<file path="src/rtl/vbit_fifo_pkg.sv">
// Shared defaults for the valid-bit FIFO: data width, depth and overflow-counter width.
package vbit_fifo_pkg;

  localparam int unsigned VBIT_FIFO_WIDTH = 20;
  localparam int unsigned VBIT_FIFO_DEPTH = 8;
  localparam int unsigned OVF_CNT_W       = 8;

  // Pointer width for a power-of-two depth; never narrower than one bit.
  function automatic int unsigned ptr_w(input int unsigned depth);
    return (depth > 1) ? $clog2(depth) : 1;
  endfunction

endpackage

</file>
<file path="src/rtl/vbit_fifo_mem.sv">
// DEPTH x WIDTH storage for vbit_fifo: one synchronous write port, one asynchronous read port.
module vbit_fifo_mem
  import vbit_fifo_pkg::*;
#(
  parameter int unsigned WIDTH = VBIT_FIFO_WIDTH,
  parameter int unsigned DEPTH = VBIT_FIFO_DEPTH
) (
  input  logic                      clk,
  input  logic                      i_we,
  input  logic [ptr_w(DEPTH)-1:0]   i_waddr,
  input  logic [WIDTH-1:0]          i_wdata,
  input  logic [ptr_w(DEPTH)-1:0]   i_raddr,
  output logic [WIDTH-1:0]          o_rdata
);

  logic [WIDTH-1:0] r_mem [DEPTH];

  // Contents are not reset; the top masks the read data while empty.
  always_ff @(posedge clk) begin
    if (i_we) begin
      r_mem[i_waddr] <= i_wdata;
    end
  end

  assign o_rdata = r_mem[i_raddr];

endmodule

</file>
<file path="src/rtl/vbit_fifo.sv">
// Show-ahead FIFO behind a valid-bit pipeline stage; drops words when full and flags overflow.
// Optional VBIT_FIFO_OVF_CNT_EN adds a saturating dropped-word counter on ovf_cnt_o.
module vbit_fifo
  import vbit_fifo_pkg::*;
#(
  parameter int unsigned WIDTH = VBIT_FIFO_WIDTH,
  parameter int unsigned DEPTH = VBIT_FIFO_DEPTH
) (
  input  logic                     clk,
  input  logic                     rstn,
  input  logic                     vbit_i,
  input  logic [WIDTH-1:0]         data_i,
  output logic                     vld_o,
  output logic [WIDTH-1:0]         data_o,
  input  logic                     rdy_i,
  output logic [$clog2(DEPTH):0]   count_o,
  output logic                     full_o,
  output logic                     ovf_o,
`ifdef VBIT_FIFO_OVF_CNT_EN
  output logic [OVF_CNT_W-1:0]     ovf_cnt_o,
`endif
  input  logic                     ovf_clr_i
);

  localparam int unsigned AW = ptr_w(DEPTH);
  localparam int unsigned CW = $clog2(DEPTH) + 1;

  logic [AW-1:0]    r_wr_ptr;
  logic [AW-1:0]    r_rd_ptr;
  logic [CW-1:0]    r_count;
  logic             r_vld;
  logic             r_full;
  logic             r_ovf;

  logic             w_pop;
  logic             w_push;
  logic             w_drop;
  logic [CW-1:0]    w_count_nxt;
  logic [WIDTH-1:0] w_rdata;

  // A pop frees a slot in the same cycle, so a full FIFO can still accept.
  assign w_pop  = r_vld & rdy_i;
  assign w_push = vbit_i & (~r_full | w_pop);
  assign w_drop = vbit_i & r_full & ~w_pop;

  always_comb begin
    w_count_nxt = r_count;
    if (w_push && !w_pop) begin
      w_count_nxt = r_count + CW'(1);
    end else if (w_pop && !w_push) begin
      w_count_nxt = r_count - CW'(1);
    end
  end

  // Pointers, occupancy and status flags; vld/full are registered from next-count.
  always_ff @(posedge clk or negedge rstn) begin
    if (!rstn) begin
      r_wr_ptr <= '0;
      r_rd_ptr <= '0;
      r_count  <= '0;
      r_vld    <= 1'b0;
      r_full   <= 1'b0;
    end else begin
      if (w_push) begin
        r_wr_ptr <= r_wr_ptr + AW'(1);
      end
      if (w_pop) begin
        r_rd_ptr <= r_rd_ptr + AW'(1);
      end
      r_count <= w_count_nxt;
      r_vld   <= (w_count_nxt != '0);
      r_full  <= (w_count_nxt == CW'(DEPTH));
    end
  end

  // Sticky overflow: a new drop beats a simultaneous clear.
  always_ff @(posedge clk or negedge rstn) begin
    if (!rstn) begin
      r_ovf <= 1'b0;
    end else if (w_drop) begin
      r_ovf <= 1'b1;
    end else if (ovf_clr_i) begin
      r_ovf <= 1'b0;
    end
  end

`ifdef VBIT_FIFO_OVF_CNT_EN
  localparam logic [OVF_CNT_W-1:0] OVF_CNT_MAX = '1;

  logic [OVF_CNT_W-1:0] r_ovf_cnt;

  // Saturating drop counter; drop together with clear restarts the count at 1.
  always_ff @(posedge clk or negedge rstn) begin
    if (!rstn) begin
      r_ovf_cnt <= '0;
    end else if (w_drop) begin
      if (ovf_clr_i) begin
        r_ovf_cnt <= OVF_CNT_W'(1);
      end else if (r_ovf_cnt != OVF_CNT_MAX) begin
        r_ovf_cnt <= r_ovf_cnt + OVF_CNT_W'(1);
      end
    end else if (ovf_clr_i) begin
      r_ovf_cnt <= '0;
    end
  end

  assign ovf_cnt_o = r_ovf_cnt;
`endif

  vbit_fifo_mem #(
    .WIDTH (WIDTH),
    .DEPTH (DEPTH)
  ) u_mem (
    .clk     (clk),
    .i_we    (w_push),
    .i_waddr (r_wr_ptr),
    .i_wdata (data_i),
    .i_raddr (r_rd_ptr),
    .o_rdata (w_rdata)
  );

  // Head word is masked to zero while empty so stale storage never shows.
  assign data_o  = r_vld ? w_rdata : '0;
  assign vld_o   = r_vld;
  assign count_o = r_count;
  assign full_o  = r_full;
  assign ovf_o   = r_ovf;

endmodule

</file>
<file path="config.mk">
export PLATFORM = sky130hd
export DESIGN_NAME = vbit_fifo
export DESIGN_NICKNAME = d
export VERILOG_FILES = /design/src/rtl/vbit_fifo_pkg.sv /design/src/rtl/vbit_fifo_mem.sv /design/src/rtl/vbit_fifo.sv
export SDC_FILE = /design/constraint.sdc
export NUM_CORES = 1
export LEC_CHECK = 0
export ABC_CLOCK_PERIOD_IN_PS = 5600
export CORE_MARGIN = 2
export CORE_UTILIZATION = 40
export DETAILED_ROUTE_END_ITERATION = 8
export GPL_TIMING_DRIVEN = 1
export PLACE_DENSITY = 0.65
export SLEW_MARGIN = 20
export SYNTH_ARGS = -nofsm -noshare
export SYNTH_HDL_FRONTEND = slang
export SYNTH_SLANG_ARGS = --single-unit
</file>
<file path="constraint.sdc">
create_clock -name clk -period 5.6 [get_ports clk]
set_input_delay 0.84 -clock clk [delete_from_list [all_inputs] [get_ports clk]]
set_output_delay 0.84 -clock clk [all_outputs]
set_load 0.05 [all_outputs]
</file>
==> run_results.csv <==
group,metric,value,unit
layout,drive_above_1_share,23.06,%
logic_synthesis,synth_cell_types,33,
sta,rsz0062_at_grt,"no",
clock_network,path_clk_slew,60,ps
logic_synthesis,syn_nets,350,
logic_synthesis,yosysSeqAreaShare,75.58,%
pwr,powerDensity,610.4,nW/um2
critical_path,critical_path.startpoint_type,"register",
critical_path,end_kind,"primary output",
clock_network,cts_tree,"built",
critical_path,r2r_slack,2690,ps
place,io_buffers,51,
global_routing,grt_pass1_wl,19160,um
layout,area_growth,21.09,%
place,hpwl,7368,um
pwr,leakage,2.718,nW
hold_path,hp-class,"reg2reg",
logic_synthesis,syn_avg_cell_area,21.15,um2
die,die-height,134.3,um
clock_network,cts_buffer_depth,2,
global_routing,antenna_found_initial,0,
critical_path,crit_arrival,3260,ps
pwr,irDropWorstVdd,0.3072,mV
logic_synthesis,yosysWarnings,0,
layout,layout_commonest_cell,"edfxtp_1",
sta,finalClockSkew,7.614,ps
clock_network,cts_hold_buf,0,
drt,wire_per_inst,20.29,um
global_routing,grt_max_degree,43,
drt,wirelength,12560,um
sta,final_hold_viol_count,0,
critical_path,cp_data_required_time,4760,ps
drt,final_antenna_net_count,0,
sta,setup_viol,0,
drt,vias_per_cell,5.118,
sta,max_freq,244.1,MHz
logic_synthesis,synth_area_leader_cell,"edfxtp_1",
die,start_util,40.93,%
clock_network,clock_latency,420,ps
logic_synthesis,syn-cell-area,6788,um2
logic_synthesis,ys_top_cells_by_area,"edfxtp_1 (71%), mux4_2 (13%), dfrtp_1 (4.8%)",
clock_network,htree_levels,4,
logic_synthesis,netlist_instances,321,
clock_network,cts_buffers,17,
sta,slew-limit-headroom,39.80,%
layout,mostFrequentLayoutCells,"edfxtp_1 (160), clkdlybuf4s50_1 (51), mux4_2 (40)",
layout,diodes,0,
sta,min_period_over_period,73.16,%
sta,timing.final.crit_period,4097,ps
sta,drv_slew,0,
sta,holdWs,524.3,ps
die,dieArea,18030,um2
clock_network,clock-root-buffer,"clkbuf_16",
die,coreArea,16580,um2
sta,tightest_slew,903.0,ps
layout,final_nets,416,
place,place_congestion,0.7177,
logic_synthesis,ys_seq_elements,173,
die,fp-row-count,47,
global_routing,grt_usage,14.75,%
critical_path,worstSetupPathType,"reg2out",
clock_network,postCtsSetupRepairBufs,0,
global_routing,gr-total-overflow,0,
drt,drt_iter0_drc,213,
global_routing,grt_pass1_vias,3364,
logic_synthesis,synth_top_area_share,70.78,%
drt,num_vias,3168,
clock_network,cts.sinks,173,
run,drv_cap,0,
drt,dr.pass1.iters,4,
critical_path,cp_max_fo,25,
die,io_pins,52,
run_status,status,"completed",
sta,finalSetupTns,0,ps
die,fp.dieW,134.3,um
drt,post-route-drc-count,0,
clock_network,post_cts_resized,0,
==> routing by layer <==
| metal | share of wire, % | GRT usage (%) |
|---|---|---|
| met1 | 41 | 17.78 |
| met5 | 0 | 0 |
| met3 | 4.5 | 3.628 |
| met2 | 53 | 25.23 |
| met4 | 1.4 | 6.608 |
==> sequential cells by signal, indices dropped and copies added, names as in the netlist <==
signal	cells
count_o	4
full_o	1
r_rd_ptr	3
ovf_o	1
vld_o	1
u_mem.r_mem	160
r_wr_ptr	3
==> path summary, 6_finish.rpt <==
kind | from | depth (start not counted) | end
min in group asynchronous | rstn | 1 | r_rd_ptr[1]$_DFFE_PN0P_
worst max register to register | vld_o$_DFF_PN0_ | 5 | u_mem.r_mem[4][6]$_DFFE_PP_
max in group asynchronous | rstn | 1 | r_rd_ptr[0]$_DFFE_PN0P_
worst min-delay path | r_wr_ptr[0]$_DFFE_PN0P_ | 1 | r_wr_ptr[0]$_DFFE_PN0P_
worst min register to register | r_wr_ptr[0]$_DFFE_PN0P_ | 1 | r_wr_ptr[0]$_DFFE_PN0P_
worst max-delay path | r_rd_ptr[0]$_DFFE_PN0P_ | 5 | data_o[17]
==> area by class of cell <==
| cell class | instances | area (um2) |
|---|---|---|
| timing repair buffer | 63 | 600.6 |
| multi-input combinational | 128 | 1594 |
| sequential | 173 | 5131 |
| clock buffer | 20 | 436.7 |
| clock inverter | 11 | 166.4 |
| tap | 220 | 275.3 |
| fill | 1352 | 8364 |
| inverter | 4 | 15.01 |
==> report_power, final <==
| part | switching, W | internal (W) | leakage [nW] |
|---|---|---|---|
| Clock | 0.000448 | 0.000742 | 0.290 |
| Combinational | 0.00119 | 0.000814 | 0.823 |
| Sequential | 0.000183 | 0.00164 | 1.61 |
| Total | 0.00182 | 0.00320 | 2.72 |
==> Yosys cell counts (all sizes together) <==
master / count
or4: 1
or4b: 1
dfrtp: 13
a21o: 1
o22ai: 2
o21ai: 3
and4b: 1
xnor2: 5
and2: 1
a31o: 1
mux2: 2
nor2: 7
nor3: 2
inv: 4
nor4: 1
nand2b: 3
buf: 11
nand2: 5
nand3: 2
nor2b: 20
mux4: 40
nand4: 1
mux2i: 21
a21oi: 1
clkbuf: 5
ha: 4
xor2: 2
a21boi: 1
edfxtp: 160
==> critical path, cell delays in order, from the launching register on <==
cell	delay (ps)
dfrtp_2	940
buf_4	380
mux4_2	540
mux2i_1	200
nor2b_1	70
clkdlybuf4s50_1	700
==> per-stage QoR <==
| step | power, W | cell area, um2 | worst slack, ps | util, % | std cells |
|---|---|---|---|---|---|
| 2_1_floorplan | 0.003222 | 6788 | 2453 | - | 321 |
| 3_3_place_gp | 0.003854 | 7616 | 1845 | 45.93 | 588 |
| 3_5_place_dp | 0.003892 | 7616 | 1844 | 45.93 | 588 |
| 4_1_cts | 0.005083 | 8219 | 1390 | 49.56 | 619 |
| 5_1_grt | 0.005223 | 8219 | 1263 | 49.56 | 619 |
| 6_report | 0.005017 | 8219 | 1503 | 49.56 | 619 |
==> cell families (layout without fill, tap and decap cells) <==
logic type	Yosys count	after routing	synth area share, %
xor+xnor	7	7	0.9032
flops	173	173	75.58
compound gates	9	9	0.9769
mux	63	63	16.70
buf+inv	20	98	1.309
simple gates	45	45	3.798
fa+ha+maj	4	4	0.7374
No activity file was read; power rests on OpenSTA's default activity.
